### src/rtl/breath_pwm.sv
// Breathing LED driver: each qualified tick steps a duty value through
// rise / hold-bright / fall / hold-dark, and a free-running PWM turns it into led.
module breath_pwm #(
    parameter int unsigned PWM_PERIOD = 1000,
    parameter int unsigned DUTY_W     = 16,
    parameter int unsigned STEP       = 10,
    parameter int unsigned HOLD_TICKS = 50
) (
    input  logic              sys_clk,
    input  logic              sys_rst_n,
    input  logic              tick,
    input  logic              en,
    output logic              led,
    output logic [DUTY_W-1:0] duty,
    output logic [1:0]        phase,
    output logic              breath_done
);

    typedef enum logic [1:0] {
        RISE    = 2'd0,
        HOLD_HI = 2'd1,
        FALL    = 2'd2,
        HOLD_LO = 2'd3
    } phase_e;

    // A step wider than the whole period behaves exactly like a step of one period.
    localparam int unsigned STEP_SAT = (STEP > PWM_PERIOD) ? PWM_PERIOD : STEP;
    localparam int unsigned HOLD_W   = (HOLD_TICKS < 2) ? 1 : $clog2(HOLD_TICKS + 1);

    localparam logic [DUTY_W:0]   PERIOD_X   = (DUTY_W + 1)'(PWM_PERIOD);
    localparam logic [DUTY_W:0]   STEP_X     = (DUTY_W + 1)'(STEP_SAT);
    localparam logic [DUTY_W-1:0] STEP_D     = DUTY_W'(STEP_SAT);
    localparam logic [DUTY_W-1:0] PERIOD_MAX = DUTY_W'(PWM_PERIOD);
    localparam logic [DUTY_W-1:0] PWM_LAST   = DUTY_W'(PWM_PERIOD - 1);
    localparam logic [HOLD_W-1:0] HOLD_LOAD  = HOLD_W'(HOLD_TICKS);
    localparam logic [HOLD_W-1:0] HOLD_ONE   = HOLD_W'(1);

    phase_e            phase_q;
    logic [DUTY_W-1:0] duty_q;
    logic [DUTY_W-1:0] duty_active_q;
    logic [DUTY_W-1:0] pwm_cnt_q;
    logic [DUTY_W-1:0] pwm_cnt_d;
    logic [HOLD_W-1:0] hold_cnt_q;
    logic              led_q;
    logic              breath_done_q;

    logic [DUTY_W:0]   rise_sum_d;
    logic [DUTY_W-1:0] fall_diff_d;
    logic              rise_top;
    logic              fall_zero;
    logic              hold_last;
    logic              step;
    logic              pwm_wrap;

    always_comb begin
        rise_sum_d  = {1'b0, duty_q} + STEP_X;
        rise_top    = (rise_sum_d >= PERIOD_X);
        fall_zero   = ({1'b0, duty_q} <= STEP_X);
        fall_diff_d = duty_q - STEP_D;
        hold_last   = (hold_cnt_q <= HOLD_ONE);
        step        = tick & en;
        pwm_wrap    = (pwm_cnt_q == PWM_LAST);
        pwm_cnt_d   = pwm_wrap ? '0 : pwm_cnt_q + 1'b1;
    end

    // Profile FSM; only a tick seen while enabled moves it.
    always_ff @(posedge sys_clk or negedge sys_rst_n) begin
        if (!sys_rst_n) begin
            phase_q       <= RISE;
            duty_q        <= '0;
            hold_cnt_q    <= '0;
            breath_done_q <= 1'b0;
        end else begin
            breath_done_q <= 1'b0;
            if (step) begin
                case (phase_q)
                    RISE: begin
                        if (rise_top) begin
                            duty_q     <= PERIOD_MAX;
                            phase_q    <= HOLD_HI;
                            hold_cnt_q <= HOLD_LOAD;
                        end else begin
                            duty_q <= rise_sum_d[DUTY_W-1:0];
                        end
                    end
                    HOLD_HI: begin
                        if (hold_last) begin
                            phase_q <= FALL;
                        end else begin
                            hold_cnt_q <= hold_cnt_q - HOLD_ONE;
                        end
                    end
                    FALL: begin
                        if (fall_zero) begin
                            duty_q     <= '0;
                            phase_q    <= HOLD_LO;
                            hold_cnt_q <= HOLD_LOAD;
                        end else begin
                            duty_q <= fall_diff_d;
                        end
                    end
                    HOLD_LO: begin
                        if (hold_last) begin
                            phase_q       <= RISE;
                            breath_done_q <= 1'b1;
                        end else begin
                            hold_cnt_q <= hold_cnt_q - HOLD_ONE;
                        end
                    end
                    default: phase_q <= RISE;
                endcase
            end
        end
    end

    // Duty is only sampled into duty_active at the period boundary, so no pulse is ever cut short.
    always_ff @(posedge sys_clk or negedge sys_rst_n) begin
        if (!sys_rst_n) begin
            pwm_cnt_q     <= '0;
            duty_active_q <= '0;
            led_q         <= 1'b0;
        end else if (!en) begin
            pwm_cnt_q <= '0;
            led_q     <= 1'b0;
        end else begin
            pwm_cnt_q <= pwm_cnt_d;
            if (pwm_wrap) begin
                duty_active_q <= duty_q;
            end
            led_q <= (pwm_cnt_q < duty_active_q);
        end
    end

    assign led         = led_q;
    assign duty        = duty_q;
    assign phase       = phase_q;
    assign breath_done = breath_done_q;

endmodule

### config.mk
export PLATFORM = sky130hd
export DESIGN_NAME = breath_pwm
export DESIGN_NICKNAME = d
export VERILOG_FILES = /design/src/rtl/breath_pwm.sv
export SDC_FILE = /design/constraint.sdc
export NUM_CORES = 1
export LEC_CHECK = 0
export ABC_CLOCK_PERIOD_IN_PS = 2400
export CORE_ASPECT_RATIO = 1.2
export CORE_MARGIN = 2
export CORE_UTILIZATION = 54
export CTS_CLUSTER_SIZE = 24
export DETAILED_ROUTE_END_ITERATION = 16
export GPL_TIMING_DRIVEN = 1
export PLACE_DENSITY = 0.77
export SETUP_SLACK_MARGIN = 0.1
export SLEW_MARGIN = 0
export SYNTH_ARGS = -nofsm -noshare
export SYNTH_HDL_FRONTEND = slang
export SYNTH_SLANG_ARGS = --single-unit
### constraint.sdc
create_clock -name sys_clk -period 2.4 [get_ports sys_clk]
set_input_delay 0.6 -clock sys_clk [delete_from_list [all_inputs] [get_ports sys_clk]]
set_output_delay 0.6 -clock sys_clk [all_outputs]
set_load 0.05 [all_outputs]
==> results of run 1 <==
-- stage by stage --
stage / hold slack [ns] / std cells / worst slack (ns) / instance area (um^2) / setup TNS (ns)
2_1_floorplan: 0.3044 / 397 / 0.09810 / 3595 / 0
3_3_place_gp: 0.4676 / 507 / 0.1304 / 3999 / 0
3_5_place_dp: 0.4725 / 507 / 0.004245 / 3999 / 0
4_1_cts: 0.2146 / 517 / 0.07389 / 4115 / 0
5_1_grt: 0.2315 / 535 / -0.01439 / 4339 / -0.02959
6_report: 0.2059 / 535 / 0.03635 / 4339 / 0
-- layout by cell type, fill, tap and decap left out, types with 3 or more instances in the layout --
cell type        count
o31ai_1              5
o211ai_1             5
xnor2_1              5
o41ai_1              3
clkdlybuf4s50_1     16
nand2b_1             7
dfrtp_1             45
ha_1                24
or3_1                3
o21a_1               3
xor2_1              12
mux2_2              13
nor4_1               3
nor4_4               4
a221o_1              3
buf_4               39
o21ai_0             28
nor2_1              40
dfrtp_2             11
nor2b_1              6
nand3_1             16
and3_1               3
nand4_1              5
inv_1               26
nor3_1              10
nand2_1             36
clkbuf_8             5
a21oi_1             14
-- per-layer routing --
metal / part of all wire (%) / vias to the layer above / track usage [%]
met3: 4.8 / 24 / 2.924
met2: 51 / 117 / 42.74
met4: 2.6 / 0 / 7.887
li1: - / 1512 / -
met5: 0 / - / 0
met1: 42 / 1539 / 31.81
-- cell families after synthesis --
| family | synth area share (%) |
|---|---|
| adder cells (fa/ha/maj) | 8.846 |
| multiplexers | 4.989 |
| XOR/XNOR | 4.211 |
| buffers and inverters | 5.414 |
| AND/OR/NAND/NOR | 21.09 |
| flip-flops | 39.63 |
| AO/OA/AOI/OAI | 15.71 |
| other | 0.1061 |
-- path summary, 6_finish.rpt --
check	slack, ns	cells after the start	to
min	0.21	1	duty_active_q[9]
max in group asynchronous	1.53	2	breath_done
min in group sys_clk	0.49	2	duty_active_q[2]
max	0.04	11	duty[8]
max reg2reg	0.04	11	duty[8]
min reg2reg	0.49	2	duty_active_q[2]
-- synthesized netlist by cell type, types with 2 or more instances --
cell type and n:
o211ai_1 5, nand2_1 36, nor2_1 41, o311ai_0 2
buf_2 6, o22ai_1 2, and3_1 3, o41ai_1 3
o21ai_0 30, a21o_1 2, a221o_1 3, ha_1 25
buf_4 3, inv_1 26, nor4_1 7, a21oi_1 15
a31oi_1 2, or3_1 3, mux2_2 13, or4_1 2
and4_1 2, clkbuf_1 10, xnor2_1 5, xor2_1 12
o22a_1 2, mux2i_1 3, nor3_1 11, o2111ai_1 2
and2_1 2, dfrtp_1 56, nand4_1 5, nor2b_1 6
nand3_1 17, o31ai_1 5, or2_2 2, o21a_1 3
o211a_1 2, nand2b_1 7
-- state kept, by name, indices dropped and copies added (netlist names) --
| signal | count |
|---|---|
| pwm_cnt_q | 16 |
| duty | 15 |
| duty_active_q | 15 |
| hold_cnt_q | 6 |
| phase | 2 |
| breath_done | 1 |
| led | 1 |
-- cell type report --
type / instances / area [um^2] / share of cell area (%)
Clock buffer: 6 / 72.57 / 1.672
Tap cell: 85 / 106.4 / 2.451
Sequential cell: 56 / 1415 / 32.61
Multi-Input combinational cell: 295 / 2069 / 47.69
Inverter: 26 / 97.59 / 2.249
Clock inverter: 2 / 16.27 / 0.3749
Timing Repair Buffer: 65 / 561.8 / 12.95
-- timing repair --
item                       4_1_cts  5_1_grt
setup buffers                    2       18
hold buffers                     0        0
pin swaps                        3        7
setup endpoints to repair        6       21
hold endpoints to repair         0        0
gates resized for setup          4       20
-- critical path: stages (launching register included) --
cell,delay [ns]
dfrtp_2,0.48
ha_4,0.20
o211ai_1,0.29
buf_4,0.19
buf_4,0.11
nor4_4,0.04
o32a_2,0.20
buf_4,0.16
nor2_4,0.13
buf_6,0.13
a21oi_1,0.07
a221o_1,0.26
-- where the power goes --
| group | internal [W] | total, W | switching [W] |
|---|---|---|---|
| combinational | 0.000382 | 0.000983 | 0.000601 |
| clock | 0.000209 | 0.000534 | 0.000325 |
| sequential | 0.000994 | 0.00110 | 0.000109 |
==> results by group, run 1 <==
Clocking
  – TritonCTS clock tree: built
  – CTS Sinks: 56
  – Htree depth: 2
  – Root Buffer: clkbuf_8
  – CTS Buf Count: 5
  – Worst skew pair latency: 0.31 ns
  – Clk slew on worst S/H paths: 0.11 ns
  – Bufs on Longest Clock Path: 2

Critical path
  – Worst Setup Start Kind: register
  – Crit path from: duty[2]
  – Crit-path max FO: 6
  – Reg2reg start: duty[2]
  – Crit path kind: reg -> reg
  – Required @ worst endpoint: ~2.6 ns
  – Arrival @ worst endpoint: roughly 2.6 ns
  – CP Capture Type: register

Pwr
  – Pwr dens: 603.6 nW/um^2
  – Max VDD drop: around 0.74 mV
  – Design Power: between 0.002 and 0.003 W
  – Leakage: between 1.5 and 2 nW

GRT
  – Initial antenna violation count: 0
  – Total track usage: between 20% and 30%
  – Vias in the first global route: 2,979
  – Largest net degree at the start of global routing: 24
  – First-pass GRT wire length: between 10,000 and 15,000 um
  – Global route overflow: 0

Route
  – 1st-iter DRT viols: roughly 160
  – DRC: 0
  – Final WL: 8754 um
  – Drt wl/cell: ~16 um
  – Vias per cell: approximately 6.0
  – ANT nets after route: 0
  – Pre-Repair DR Iteration Count: 4
  – Vias: about 3,200

STA
  – Slew HR: approximately two thirds
  – Clock Skews: 0.01671 ns
  – Final period util: 98.49%
  – Minimum clock period after layout: 2.364 ns
  – Slew Limit Fails: 0
  – Setup-failing EPs final: 0
  – Slew @ Worst Pin: between 0.5 and 0.6 ns
  – Fmax: ~0.42 GHz
  – RSZ-0062 raised after global routing: yes
  – Final-report hold violation count: 0

Finish
  – P&R area growth vs syn: 22.72%
  – Number of fill cells: 476
  – NumNets Final: about 480
  – # diodes: 0
  – Final Core Density: around two thirds
  – Share of layout cells above drive strength 1: 21.56%

Synth
  – Syn nets: around 430
  – Post-synth cell types: 54
  – Cells after Synth: 397
  – Post-synth top area cell: dfrtp_1
  – Seq/Total Area, Yosys: around 40%
  – Top FF cell, synth: dfrtp_1
  – Mean Syn Cell Area: about 9 um^2
  – Synth Warn #: 0
  – Async S/R FF share, synth: 100.0%
  – Top cells by area, synth: dfrtp_1, ha_1, nor2_1, o21ai_0, mux2_2
  – Mapped cell area: about 3500 um^2
  – EDFF count, synth: 0
  – Yosys top cell area share: roughly two fifths
  – #FFs+latches synth: 56

Floorplanning
  – I/O pins: 24
  – Site Rows: 32
  – Chip Height: 92.64 um
  – Die area: 7214 um^2
  – Die Span X: approximately 80 um
  – Initial Util: 55.54%
  – Core area: 6366 um^2

Placement
  – Port Buffers: 22
  – GP Congestion: between 0.8 and 0.9
  – Hpwl dp: 6197 um

Hold path
  – HP Class: in -> async

Job
  – Max_cap viols: 0

Status
  – Status: finished clean
Note: power is estimated with default switching activity, not from simulation.
==> run 2: changes to the inputs <==
--- a/config.mk
+++ b/config.mk
@@ -6,11 +6,12 @@
 export NUM_CORES = 1
 export LEC_CHECK = 0
 export ABC_CLOCK_PERIOD_IN_PS = 2400
-export CORE_ASPECT_RATIO = 1.2
+export CORE_ASPECT_RATIO = 0.8
 export CORE_MARGIN = 2
 export CORE_UTILIZATION = 54
 export CTS_CLUSTER_SIZE = 24
 export DETAILED_ROUTE_END_ITERATION = 16
+export GPL_ROUTABILITY_DRIVEN = 0
 export GPL_TIMING_DRIVEN = 1
 export PLACE_DENSITY = 0.77
 export SETUP_SLACK_MARGIN = 0.1
==> results by group, run 2 (synthesized netlist as in run 1, its figures left out) <==
Finish
  – # diodes: 0
  – Biggest register: pwm_cnt_q
  – Most frequent cells in the layout: dfrtp_1, nor2_1, nand2_1, o21ai_0, buf_4
  – P&R area growth vs syn: 18.97%
  – Design area: 4207 um^2
  – Share of layout cells above drive strength 1: between 10% and 20%
  – Number of fill cells: 510
  – Commonest non-fill, non-tap cell in the layout: dfrtp_1
  – Largest register FFs: 16
  – NumNets Final: 464

STA
  – RSZ-0062 raised after global routing: yes
  – Slew @ Worst Pin: 0.6955 ns
  – Fmax: about 0.43 GHz
  – Clock Skews: roughly 0.01 ns
  – Minimum clock period after layout: between 2 and 2.5 ns
  – Final period util: 96.41%
  – Setup TNS: 0 ns
  – Final-report hold violation count: 0
  – Setup-failing EPs final: 0
  – Slew HR: between 50% and 60%
  – Final setup margin: between 0.08 and 0.09 ns
  – Slew Limit Fails: 0

GRT
  – Vias in the first global route: between 2,000 and 3,000
  – Total track usage: between 20% and 30%
  – Global route overflow: 0
  – First-pass GRT wire length: between 10,000 and 15,000 um
  – Initial antenna violation count: 0
  – Largest net degree at the start of global routing: 57

Route
  – Max layer used: met4
  – Met2 routed WL: roughly 3700 um
  – Final WL: between 8000 and 9000 um
  – Drt wl/cell: around 16 um
  – Met3 routed WL: between 400 and 500 um
  – ANT nets after route: 0
  – Vias: between 3,000 and 4,000
  – Pre-Repair DR Iteration Count: 4
  – Vias per cell: about 6
  – 1st-iter DRT viols: about 260
  – Met1 Wirelength: 4103 um
  – DRC: 0

Critical path
  – Worst r2r path cells: 10
  – Worst Setup Start Kind: register
  – Reg2reg start: duty[1]
  – Crit-path max FO: 8
  – CP Capture Type: register
  – R2r setup slk: around 0.086 ns
  – Reg-to-Reg End: phase[1]
  – Crit path kind: reg -> reg
  – Arrival @ worst endpoint: roughly 2.5 ns
  – Required @ worst endpoint: 2.60 ns

Clocking
  – Worst skew pair latency: roughly 0.32 ns
  – Htree depth: 2
  – CTS Sinks: 56
  – Root Buffer: clkbuf_8
  – Bufs on Longest Clock Path: 2
  – TritonCTS clock tree: built
  – CTS Buf Count: 5
  – Clk slew on worst S/H paths: ~0.11 ns
  – CTS Hold Buffers Added: 0

Placement
  – Port Buffers: 22
  – Hpwl dp: 5862 um
  – Post-Place Cell Area: between 3000 and 4000 um^2
  – Place WS: 0.03661 ns

Floorplanning
  – Chip Height: roughly 76 um
  – I/O pins: 24
  – Die Span X: approximately 94 um
  – Initial Util: 55.46%
  – Die area: just over 7000 um^2
  – Site Rows: 26
  – Core area: 6376 um^2

Status
  – Status: finished clean

Pwr
  – Max VDD drop: 0.6263 mV
  – Leakage: roughly 1.9 nW
  – Pwr dens: about 600 nW/um^2

Hold path
  – HP Class: in -> async

Job
  – Max_cap viols: 0
[run 2: cell count changes in the layout (fill, tap and decap cells not counted), moves of 2 or more]
cell / delta
a21oi_1: -2
buf_4: -13
clkdlybuf4s50_1: -5
dlygate4sd2_1: +4
dlymetal6s2s_1: +2
nand2_1: -2
nand2_2: +2
nor4_1: +2
nor4_2: +2
nor4_4: -4
[run 2: area by class of cell]
cell class,count,area (um^2),share of cell area (%)
clock inverter,2,13.76,0.3272
multi-input combinational,295,2037,48.42
clock buffer,6,82.58,1.963
timing repair buffer,51,455.4,10.83
inverter,26,97.59,2.320
tap,84,105.1,2.499
sequential,56,1415,33.64
[run 2: report_power, final]
| group | internal, W | switching (W) | leakage, nW |
|---|---|---|---|
| Clock | 0.000237 | 0.000326 | 0.0516 |
| Combinational | 0.000301 | 0.000529 | 1.11 |
| Sequential | 0.000993 | 0.000134 | 0.749 |
[run 2: worst max-delay path by stage]
stage | startpoint | slack (ns) | cells after the start | endpoint
2_1_floorplan | duty[10] | 0.1 | 8 | hold_cnt_q[4]
3_3_place_gp | duty[1] | 0.15 | 8 | hold_cnt_q[4]
3_5_place_dp | duty[1] | 0.04 | 9 | phase[1]
4_1_cts | duty[12] | 0.11 | 2 | duty[12]
5_1_grt | duty[1] | -0.02 | 8 | hold_cnt_q[4]
6_report | duty[1] | 0.09 | 10 | phase[1]
[run 2: critical path, cell delays in order (launching register included)]
cell and delay, ns:
dfrtp_2 0.51, ha_4 0.20, o211ai_1 0.24, buf_4 0.19, nand2_2 0.06, mux2i_2 0.20
nand4_1 0.12, o21bai_1 0.17, buf_4 0.19, nor2_4 0.04, mux2_2 0.29
[run 2: repair_timing]
action                                  in CTS  in global routing
gates resized for setup                      7                 24
endpoints found under the setup margin       9                 17
cloned                                       0                  0
buffers inserted                             1                  4
pin swaps                                    1                  9
[run 2: routing by layer]
| metal | GRT usage (%) | vias up |
|---|---|---|
| met5 | 0 | - |
| met4 | 5.072 | 0 |
| met3 | 3.561 | 7 |
| met2 | 35.29 | 111 |
| met1 | 36.88 | 1549 |
| li1 | - | 1478 |
[run 2: stage by stage]
stage	util, %	hold WS [ns]	std cells	power (W)
5_1_grt	65.97	0.2843	520	0.002662
2_1_floorplan	-	0.3044	397	0.001680
6_report	65.97	0.2628	520	0.002520
3_3_place_gp	62.66	0.4687	507	0.001913
4_1_cts	64.29	0.2828	516	0.002495
3_5_place_dp	62.66	0.4701	507	0.001927
==> run 3: changes to the inputs <==
--- a/config.mk
+++ b/config.mk
@@ -9,6 +9,7 @@
 export CORE_ASPECT_RATIO = 0.8
 export CORE_MARGIN = 2
 export CORE_UTILIZATION = 54
+export CTS_BUF_LIST = sky130_fd_sc_hd__clkbuf_16
 export CTS_CLUSTER_SIZE = 24
 export DETAILED_ROUTE_END_ITERATION = 16
 export GPL_ROUTABILITY_DRIVEN = 0
==> results by group, run 3 (synthesized netlist as in run 1, its figures left out) <==
Status
  – Status: finished clean

Critical path
  – R2r setup slk: about 0.11 ns
  – Crit path kind: reg -> reg
  – CP Cell Sequence: buf_4 -> nand3b_1 -> a32oi_1 -> nor2_1 -> o32a_2 -> o21bai_1 -> buf_4 -> nor2_4 -> mux2_2
  – Required @ worst endpoint: 2.58 ns
  – Cell mode on critical path: buf_4
  – Worst Setup Start Kind: register
  – Reg2reg start: duty[1]
  – WP buf/inv: 2
  – CP max stage delay: between 0.4 and 0.5 ns
  – Arrival @ worst endpoint: around 2.5 ns
  – Worst r2r path cells: 9
  – Kind of cell adding the most delay to the critical path: compound AO/OA/AOI/OAI gates
  – Crit path from: duty[1]
  – CP endpoint: phase[1]
  – Reg-to-Reg End: phase[1]
  – WP depth: 9
  – CP Capture Type: register
  – CP max-delay cell: dfrtp_2
  – Crit-path max FO: 7

STA
  – Final-report hold violation count: 0
  – Slew HR: about half
  – Slew @ Worst Pin: between 0.7 and 0.8 ns
  – RSZ-0062 raised after global routing: yes
  – Fmax: roughly 0.44 GHz
  – Final period util: around 95%
  – Clock Skews: about 0.0055 ns
  – Minimum clock period after layout: around 2.3 ns
  – Setup-failing EPs final: 0
  – Slew Limit Fails: 0

GRT
  – Largest net degree at the start of global routing: 57
  – Total track usage: 24.17%
  – First-pass GRT wire length: 13,970 um
  – Global route overflow: 0
  – Initial antenna violation count: 0
  – Vias in the first global route: around 2,900

Floorplanning
  – Chip Height: roughly 76 um
  – I/O pins: 24
  – Die Span X: between 90 and 100 um
  – Site Rows: 26
  – Core area: around 6400 um^2
  – Die area: just over 7000 um^2
  – Initial Util: between 50 and 60%

Clocking
  – TritonCTS clock tree: built
  – CTS Buf Count: 5
  – Clk slew on worst S/H paths: around 0.070 ns
  – Htree depth: 2
  – Bufs on Longest Clock Path: 2
  – Root Buffer: clkbuf_16
  – CTS Sinks: 56
  – Worst skew pair latency: around 0.3 ns

Route
  – 1st-iter DRT viols: between 200 and 250
  – Vias per cell: between 5 and 6
  – Vias: between 3,000 and 4,000
  – Final WL: approximately 8400 um
  – Pre-Repair DR Iteration Count: 5
  – Drt wl/cell: 16.07 um
  – ANT nets after route: 0
  – DRC: 0

Placement
  – Post-Place Cell Area: 3995 um^2
  – Port Buffers: 22
  – Hpwl dp: about 5900 um

Finish
  – Biggest register: pwm_cnt_q
  – Final Core Density: between 60% and 70%
  – Number of fill cells: ~500
  – Commonest non-fill, non-tap cell in the layout: dfrtp_1
  – NumNets Final: 468
  – Largest register FFs: 16
  – Share of layout cells above drive strength 1: a little over 20%
  – # diodes: 0
  – Most frequent cells in the layout: dfrtp_1, nor2_1, nand2_1, o21ai_0, buf_4
  – P&R area growth vs syn: 20.88%
  – Design area: roughly 4300 um^2

Hold path
  – HP Class: in -> async

Pwr
  – Leakage: approximately 1.9 nW
  – Max VDD drop: 0.6504 mV
  – Pwr dens: about 640 nW/um^2

Job
  – Max_cap viols: 0
[run 3: changes by cell type in the layout (fill, tap and decap cells not counted), sizes merged]
cell and delta:
dlygate4sd2 -1, buf +4, clkdlybuf4s50 +3, clkbuf -1
dlymetal6s2s -2, clkinv +1
[run 3: per-layer routing]
metal / global-route usage, % / share of wire, % / vias up
met1: 36.82 / 48 / 1542
met4: 5.942 / 1.2 / 0
met2: 36.00 / 45 / 104
met5: 0 / 0 / -
met3: 3.858 / 5.7 / 10
li1: - / - / 1486
[run 3: per-stage QoR]
stage | total power [W] | setup TNS (ns) | cells | hold slack (ns) | setup WS [ns]
CTS | 0.002672 | 0 | 516 | 0.3106 | 0.1159
global placement | 0.001913 | 0 | 507 | 0.4687 | 0.1452
global route | 0.002890 | -0.02717 | 524 | 0.3192 | -0.01371
floorplan | 0.001680 | 0 | 397 | 0.3044 | 0.09810
detailed placement | 0.001927 | 0 | 507 | 0.4701 | 0.03661
finish | 0.002744 | 0 | 524 | 0.2870 | 0.1082
[run 3: cell type report]
cell class                      instances  area, um^2  area share [%]
Inverter                               26       97.59           2.283
Clock buffer                            5       125.1           2.927
Tap cell                               84       105.1           2.459
Multi-Input combinational cell        295        2032           47.54
Sequential cell                        56        1415           33.11
Clock inverter                          3       17.52          0.4098
Timing Repair Buffer                   55       481.7           11.27
[run 3: worst min-delay path by stage]
stage,from,to,cells after the start
after CTS,sys_rst_n,duty[13],2
after floorplan,sys_rst_n,breath_done,0
after global routing,sys_rst_n,duty_active_q[11],2
final,sys_rst_n,duty[14],2
after detailed placement,duty_active_q[5],duty_active_q[5],2
after global placement,duty_active_q[5],duty_active_q[5],2
[run 3: where the power goes]
part	internal [W]	switching, W
clock network	0.000386	0.000349
logic	0.000338	0.000550
registers	0.000994	0.000127
total	0.00172	0.00103
[run 3: what timing repair did]
| action | 4_1_cts | 5_1_grt |
|---|---|---|
| resized for setup | 6 | 19 |
| buffers inserted | 1 | 8 |
| hold buffers | 0 | 0 |
| pin swaps | 1 | 10 |
| setup endpoints to repair | 8 | 16 |
